[src/rtl/eth_tx_arb_pkg.sv]
// rtl/eth_tx_arb_pkg.sv - shared FSM state type and keep-to-BE encoding for eth_tx_arbiter_rr
package eth_tx_arb_pkg;

  typedef enum logic [1:0] {
    IDLE  = 2'd0,
    GRANT = 2'd1,
    XFER  = 2'd2
  } state_t;

  localparam int MAX_KEEP_W = 8;

  // Byte count of a keep mask; the caller truncates to BE width so a full beat encodes as 0.
  function automatic logic [3:0] keep_to_be(input logic [MAX_KEEP_W-1:0] keep);
    logic [3:0] n;
    n = '0;
    for (int i = 0; i < MAX_KEEP_W; i++) begin
      n = n + {3'b000, keep[i]};
    end
    return n;
  endfunction

endpackage

[src/rtl/eth_tx_arbiter_rr_pick.sv]
// rtl/eth_tx_arbiter_rr_pick.sv - rr_pick: combinational round-robin winner search from ptr+1 upward
module rr_pick #(
  parameter int NUM_CH = 3,
  parameter int PTR_W  = $clog2(NUM_CH)
) (
  input  logic [NUM_CH-1:0] req,
  input  logic [PTR_W-1:0]  ptr,
  output logic [NUM_CH-1:0] gnt,
  output logic [PTR_W-1:0]  idx,
  output logic              found
);

  always_comb begin
    gnt   = '0;
    idx   = '0;
    found = 1'b0;
    for (int k = 1; k <= NUM_CH; k++) begin
      for (int c = 0; c < NUM_CH; c++) begin
        if (!found && req[c] && (((int'(ptr) + k) % NUM_CH) == c)) begin
          gnt[c] = 1'b1;
          idx    = PTR_W'(c);
          found  = 1'b1;
        end
      end
    end
  end

endmodule

[src/rtl/eth_tx_arbiter_rr.sv]
// rtl/eth_tx_arbiter_rr.sv - packet-atomic round-robin TX arbiter onto MAC write port; watchdog via ARB_WDOG_EN
module eth_tx_arbiter_rr
  import eth_tx_arb_pkg::*;
#(
  parameter int NUM_CH  = 3,
  parameter int DATA_W  = 32,
  parameter int KEEP_W  = DATA_W / 8,
  parameter int BE_W    = $clog2(KEEP_W),
  parameter int TIMEOUT = 1024
) (
  input  logic                     clk_user_i,
  input  logic                     reset_i,
  input  logic [NUM_CH-1:0]        tx_req_i,
  output logic [NUM_CH-1:0]        tx_gnt_o,
  input  logic [NUM_CH-1:0]        tx_vld_i,
  input  logic [NUM_CH*DATA_W-1:0] tx_data_i,
  input  logic [NUM_CH*KEEP_W-1:0] tx_keep_i,
  input  logic [NUM_CH-1:0]        tx_last_i,
  output logic [NUM_CH-1:0]        tx_rdy_o,
  input  logic                     Tx_mac_wa,
  output logic                     Tx_mac_wr,
  output logic [DATA_W-1:0]        Tx_mac_data,
  output logic [BE_W-1:0]          Tx_mac_BE,
  output logic                     Tx_mac_sop,
  output logic                     Tx_mac_eop,
  output logic                     wdog_abort_o
);

  localparam int PTR_W = $clog2(NUM_CH);

  if (NUM_CH < 2 || NUM_CH > 8 || TIMEOUT < 1 || KEEP_W > MAX_KEEP_W) begin : g_bad_params
    $error("eth_tx_arbiter_rr: unsupported parameter set");
  end

  state_t                state, state_nx;
  logic [PTR_W-1:0]      ptr;
  logic [NUM_CH-1:0]     pick;
  logic [PTR_W-1:0]      pick_idx;
  logic                  pick_found;
  logic [DATA_W-1:0]     sel_data;
  logic [KEEP_W-1:0]     sel_keep;
  logic                  sel_last;
  logic [MAX_KEEP_W-1:0] keep_ext;
  logic [BE_W-1:0]       eop_be;
  logic                  first_beat;
  logic                  accept;
  logic                  abort;

  rr_pick #(.NUM_CH(NUM_CH), .PTR_W(PTR_W)) u_pick (
    .req   (tx_req_i),
    .ptr   (ptr),
    .gnt   (pick),
    .idx   (pick_idx),
    .found (pick_found)
  );

  always_comb begin
    sel_data = '0;
    sel_keep = '0;
    sel_last = 1'b0;
    for (int c = 0; c < NUM_CH; c++) begin
      if (tx_gnt_o[c]) begin
        sel_data = tx_data_i[c*DATA_W +: DATA_W];
        sel_keep = tx_keep_i[c*KEEP_W +: KEEP_W];
        sel_last = tx_last_i[c];
      end
    end
  end

  assign keep_ext = MAX_KEEP_W'(sel_keep);
  assign eop_be   = BE_W'(keep_to_be(keep_ext));

  // Reset gates ready so a source never believes a beat was taken during the reset cycle.
  assign tx_rdy_o = (state == XFER && Tx_mac_wa && !reset_i) ? tx_gnt_o : '0;
  assign accept   = |(tx_vld_i & tx_rdy_o);

  always_comb begin
    state_nx = state;
    case (state)
      IDLE:    if (pick_found) state_nx = GRANT;
      GRANT:   state_nx = XFER;
      XFER:    if ((accept && sel_last) || abort) state_nx = IDLE;
      default: state_nx = IDLE;
    endcase
  end

  always_ff @(posedge clk_user_i) begin
    if (reset_i) begin
      state       <= IDLE;
      ptr         <= PTR_W'(NUM_CH - 1);
      tx_gnt_o    <= '0;
      first_beat  <= 1'b0;
      Tx_mac_wr   <= 1'b0;
      Tx_mac_data <= '0;
      Tx_mac_BE   <= '0;
      Tx_mac_sop  <= 1'b0;
      Tx_mac_eop  <= 1'b0;
    end else begin
      state      <= state_nx;
      Tx_mac_wr  <= accept || abort;
      Tx_mac_sop <= 1'b0;
      Tx_mac_eop <= 1'b0;
      Tx_mac_BE  <= '0;
      if (state == IDLE && pick_found) begin
        tx_gnt_o   <= pick;
        ptr        <= pick_idx;
        first_beat <= 1'b1;
      end
      if (state == XFER && ((accept && sel_last) || abort)) begin
        tx_gnt_o <= '0;
      end
      if (accept) begin
        Tx_mac_data <= sel_data;
        Tx_mac_sop  <= first_beat;
        Tx_mac_eop  <= sel_last;
        Tx_mac_BE   <= sel_last ? eop_be : '0;
        first_beat  <= 1'b0;
      end else if (abort) begin
        // Forced terminator so the MAC closes the frame it already started.
        Tx_mac_data <= '0;
        Tx_mac_sop  <= first_beat;
        Tx_mac_eop  <= 1'b1;
        Tx_mac_BE   <= BE_W'(1);
        first_beat  <= 1'b0;
      end
    end
  end

`ifdef ARB_WDOG_EN
  localparam int CNT_W = $clog2(TIMEOUT + 1);

  logic [CNT_W-1:0] stall_cnt;
  logic             stalled;

  assign stalled = (state == XFER) && Tx_mac_wa && !accept;
  assign abort   = stalled && (stall_cnt == CNT_W'(TIMEOUT - 1));

  always_ff @(posedge clk_user_i) begin
    if (reset_i) begin
      stall_cnt    <= '0;
      wdog_abort_o <= 1'b0;
    end else begin
      wdog_abort_o <= abort;
      if (state != XFER || accept || abort) begin
        stall_cnt <= '0;
      end else if (stalled) begin
        stall_cnt <= stall_cnt + 1'b1;
      end
    end
  end
`else
  assign abort        = 1'b0;
  assign wdog_abort_o = 1'b0;
`endif

endmodule

[config.mk]
export PLATFORM = sky130hd
export DESIGN_NAME = eth_tx_arbiter_rr
export DESIGN_NICKNAME = d
export VERILOG_FILES = /design/src/rtl/eth_tx_arb_pkg.sv /design/src/rtl/eth_tx_arbiter_rr_pick.sv /design/src/rtl/eth_tx_arbiter_rr.sv
export SDC_FILE = /design/constraint.sdc
export NUM_CORES = 1
export LEC_CHECK = 0
export CORE_MARGIN = 4
export CORE_UTILIZATION = 39
export DETAILED_ROUTE_END_ITERATION = 10
export PLACE_DENSITY = 0.94
export SLEW_MARGIN = 20
export SYNTH_ARGS = -nofsm -noshare
export SYNTH_HDL_FRONTEND = slang
export SYNTH_SLANG_ARGS = --single-unit
[constraint.sdc]
create_clock -name clk_user_i -period 3.6 [get_ports clk_user_i]
set_clock_uncertainty 0.15 [all_clocks]
set_input_delay 0.72 -clock clk_user_i [delete_from_list [all_inputs] [get_ports clk_user_i]]
set_output_delay 0.72 -clock clk_user_i [all_outputs]
set_load 0.02 [all_outputs]
Word level (Yosys, flattened, before mapping). Cells that the tools add are included.

Word-level logic and storage cells: 110. Output and inout port bits: 44. Register bits after elaboration: 45. Input bits: 120.

Eq/ne operators: 10. Muxes and demuxes: 38. Reduce and logical (&&, ||, !) cells: 41. Div/mod/pow operators: 3. Bitwise operators: 3. Add/subtract/negate cells: 6.

Operator list (number): $eq A32 B2 Y1 const B (3); $eq A32 B3 Y1 const B (3); $logic_not A32 Y1 (3); $mod A32 B3 Y32 const B (3); $mux W32 (3); $logic_and A1 B1 Y1 (22); $mux W1 (21); $mux W2 (9); $mux W4 (3); $logic_not A1 Y1 (9); $add A2 B2 Y3 const B (2); $pmux W2 S3 (1); $reduce_or A3 Y1 (2); $add A2 B1 Y2 (2); $reduce_or A2 Y1 (2); $reduce_or A4 Y1 (1); $add A2 B1 Y3 const B (1); $and A3 B3 Y3 (1); $mux W3 (1); $add A1 B1 Y2 (1); $eq A2 B1 Y1 const B (1); $eq A2 B2 Y1 const B (1); $logic_not A2 Y1 (1); $ne A2 B1 Y1 const B (1); other kinds (3) (4).

Depth between registers and ports, before layout.
Depth in word-level cells: 39. Mapped depth: 9. Mapped depth without buffers: 7.

Cells and area by module. Synthesis repeated with hierarchy kept, for this count alone.

Cell total of the unflattened synthesis: 335. Area total of the unflattened synthesis: 2916.5 um2.

Modules (own cells, without submodules): eth_tx_arbiter_rr (cells each 315, area each 2772.7 um2, seq. area each 900.9 um2, instances 1); rr_pick (cells each 20, area each 143.9 um2, seq. area each 0.0 um2, instances 1).

Least setup slack after synthesis. OpenSTA, ideal clock, no wires.

Path type: register to register. Start: reg tx_gnt_o[0]. End: reg Tx_mac_BE[1]. Setup time: 115 ps. Data arrival time: 2260 ps. Data required time: 3335 ps. Cell stages (with the launch flop): 10. Path buffers: 2. Path slack: 1075 ps. Clock period less this slack: 2525 ps. Cells stage by stage: dfxtp_1 > nor2b_1 > buf_2 > buf_1 > a22oi_1 > o21ai_1 > fa_1 > ha_1 > xor2_1 > and2_1.

Longest elaborated chain between the ends: 6. Elaborated cells between the ends (all ways): 15. Classes of those cells: add/sub (3); mux (7); bitwise (3); reduce/logical (2).

RTL lines: start, declared (line eth_tx_arbiter_rr.sv:14) `output logic [NUM_CH-1:0] tx_gnt_o,`; start signal, assigned (line eth_tx_arbiter_rr.sv:105) `tx_gnt_o <= pick;`; $mux W4 (3 in series) (line eth_tx_arbiter_rr.sv:62) `if (tx_gnt_o[c]) begin`; $add A1 B1 Y2 (line eth_tx_arb_pkg.sv:17) `n = n + {3'b000, keep[i]};`; $add A2 B1 Y2 (2 in series) (line eth_tx_arb_pkg.sv:17); end signal, assigned (line eth_tx_arbiter_rr.sv:116) `Tx_mac_BE <= sel_last ? eop_be : '0;`; end, declared (line eth_tx_arbiter_rr.sv:23) `output logic [BE_W-1:0] Tx_mac_BE,`.

Several ways; a longest one is shown, not always the timed one. A chain may end at the register's enable or synchronous reset.

Worst setup path after layout.
Start: in Tx_mac_wa. End: out tx_rdy_o[1].

Longest elaborated chain between the ends: 3.

RTL lines: start, declared (line eth_tx_arbiter_rr.sv:20) `input logic Tx_mac_wa,`; $logic_and A1 B1 Y1 (2 in series) (line eth_tx_arbiter_rr.sv:74) `assign tx_rdy_o = (state == XFER && Tx_mac_wa && !reset_i) ? tx_gnt_o : '0;`; $mux W3 (line eth_tx_arbiter_rr.sv:74); end, declared (line eth_tx_arbiter_rr.sv:19) `output logic [NUM_CH-1:0] tx_rdy_o,`.

No other way between the ends.

==> impl_metrics.ini <==
[status]
status = finished, final reports clean

[grt]
grt_pass1_vias = 2781
grt_util_all_layers_pct = 20.01
grt_overflow = 0
grt_pass1_wl_um = 12260
antenna_found_initial = 0
grt_max_degree = 42

[setup_path]
slowest_stage = clkdlybuf4s50_1
worst_path_most_repeated_cell = clkdlybuf4s50_1
crit_chain = clkdlybuf4s50_1, and4bb_1, and2_1, clkdlybuf4s50_1
crit_type = in -> out
cp_top_family = buffers and inverters
crit_required_ns = 2.73
slowest_delay_ns = 0.60
endpoint_kind = primary output
crit_fanout = 4
cp_num_buf_inv = 2
critPathArrivalTime_ns = 2.16
cp-start-kind = input pin

[synthesis]
synth_area_leaders = dfxtp_1 36%, a22oi_1 11%, a21o_1 9.6%, nor3b_1 9.6%, o21ai_0 6.4%
syn_area_per_cell_sq_um = 8.351
synthArstFlopShare_pct = 0
synth_flop_cell = dfxtp_1
synth_top_cell_area_share_pct = 35.84
synth-seq-cells = 45
ys_types = 38
yosysWarningCount = 0
synth_area_sq_um = 2514
synth_seq_area_share_pct = 35.84
synth_nets = 425
syn_inst = 301
yosysTopAreaCell = dfxtp_1
synth_edf_count = 0

[route]
wl_um = 8100
ant_nets = 0
drc_errors = 0
drt-initial-drc-count = 103
drt-pass1-iter-count = 4
num_vias = 2768
wl_per_cell_um = 15.61
via_per_inst = 5.333

[clock_network]
cts_hold_buf = 0
cts.sinks = 45
cts-resized-gates = 0
cts_root_buf = clkbuf_8
cts_setup_buffers = 0
tritoncts = done
clk_latency_ns = 0.28
clk_pin_slew_worst_paths_ns = 0.07
htreeDepth = 2
numCtsBuffers = 5
clock_path_buffers = 2

[floorplanning]
start_util_pct = 41.24
die_h_um = 88.28
die-area_sq_um = 7793
die_w_um = 88.28
ios = 164
fp.coreArea_sq_um = 6096
num_rows = 28

[job]
drv_cap = 0

[power_and_ir_drop]
power.switching_mw = 0.5797
swShare_pct = 36.30
p_total_mw = 1.597
cellPowerDensity_nw_per_um2 = 380.8
p_seq_share_pct = 36.7
p_int_mw = 1.017
peakVddDrop_v = 0.0001997
pwr-share-comb_pct = 46.1
power.clock.fraction_pct = 17.2
p_leak_nw = 1.725

[cells_and_area]
postLayoutCellArea_sq_um = 4194
area_delta_synth_final_pct = 66.85
drive_above_1_share_pct = 5.180
diodes = 0
stdcell_count = 519
nNetsFinal = 569

[sta]
max_slew_margin_pct = 60.46
tns_ns = 0
post-route-period-util_pct = 84.05
rsz0062_at_grt = no
finalMaxSlewViolations = 0
clock.fmax_mhz = 330.5
setup_viol = 0
hold_viol = 0
worst_pin_slew_ns = 0.5919
fin_crit_ns = 3.026

[placement]
port_buffers = 162
globalplace.congestion = 0.7474
postPlaceCellArea_sq_um = 4120
dp.cells = 513
post-dp-hpwl_um = 6461

[hold_path]
hold_path_class = reg -> reg
[metrics by stage]
step / setup WS (ns) / utilization, % / hold WS, ns
2_1_floorplan: 1.075 / - / 0.2805
3_3_place_gp: 0.5971 / 67.59 / 0.2894
3_5_place_dp: 0.5793 / 67.59 / 0.2996
4_1_cts: 0.5729 / 68.80 / 0.3181
5_1_grt: 0.5064 / 68.80 / 0.3292
6_report: 0.5741 / 68.80 / 0.3166
[layout make-up]
| type | instances | area (sq um) |
|---|---|---|
| Fill cell | 507 | 1902 |
| Timing Repair Buffer | 169 | 1669 |
| Multi-Input combinational cell | 222 | 1448 |
| Sequential cell | 45 | 902.1 |
| Tap cell | 75 | 93.84 |
| Clock buffer | 5 | 68.82 |
| Inverter | 2 | 7.507 |
| Clock inverter | 1 | 5.005 |
[layer usage]
metal  up-vias  part of all wire [%]  track usage, %
li1       1372                     -               -
met2       115                    53           39.09
met1      1271                    34           19.77
met4         0                   1.6           6.181
met3        10                    11           6.518
met5         -                     0               0
[cell usage after synthesis (2+ instances only)]
cell type and number:
o21ai_0 32, ha_1 3, nand2b_1 2, buf_4 7, nor2_1 6, dfxtp_1 45
a22oi_1 37, nor3_1 2, buf_2 5, a211oi_2 3, a211oi_1 2, clkbuf_1 16
inv_1 2, o211ai_1 2, nand2_1 41, a21o_1 32, buf_6 2, nor2b_1 2
o21ai_1 4, and2_1 6, buf_1 2, nor3b_1 32
[logic make-up after synthesis]
logic type	after synthesis	synth area share, %
other cells	1	0.1492
compound gates	118	32.35
simple gates	98	22.05
fa+ha+maj	4	2.290
flops	45	35.84
xor+xnor	1	0.3485
buf+inv	34	6.969
[state kept, by name (all words and copies together) (netlist names)]
register	count
state	2
Tx_mac_sop	1
first_beat	1
Tx_mac_eop	1
Tx_mac_wr	1
tx_gnt_o	3
Tx_mac_data	32
ptr	2
Tx_mac_BE	2
[power by group through the flow]
stage	Sequential (mW)	Combinational (mW)	Clock, mW
after floorplan	0.590	0.460	0
after global placement	0.594	0.706	0
after detailed placement	0.598	0.741	0
after CTS	0.586	0.743	0.287
after global routing	0.593	0.821	0.306
final	0.586	0.736	0.275
[final timing paths]
| check | from | endpoint | slack [ns] | depth (start not counted) |
|---|---|---|---|---|
| setup / recovery | Tx_mac_wa | tx_rdy_o[1] | 0.57 | 4 |
| hold / removal | first_beat$_SDFFE_PP0P_ | Tx_mac_sop$_SDFF_PP0_ | 0.32 | 1 |
| setup reg to reg | tx_gnt_o[1]$_SDFFE_PP0P_ | Tx_mac_BE[1]$_SDFF_PP0_ | 1.12 | 9 |
| hold reg to reg | first_beat$_SDFFE_PP0P_ | Tx_mac_sop$_SDFF_PP0_ | 0.32 | 1 |
[placed cells by master (no fill, tap or decap), types with 2 or more instances in the layout]
master           Yosys  routed
a211oi_2             3       3
o21ai_0             32      32
a22oi_1             37      37
and2_1               6       6
a211oi_1             2       2
o211ai_1             2       2
nor3_1               2       2
clkdlybuf4s50_1      0     161
nand2b_1             2       2
ha_1                 3       3
a21o_1              32      32
o21ai_1              4       4
nand2_1             41      41
nor3b_1             32      32
inv_1                2       2
nor2_1               6       6
dfxtp_1             45      44
buf_4                7       7
clkbuf_8             0       5
(Power assumes the default switching activity.)
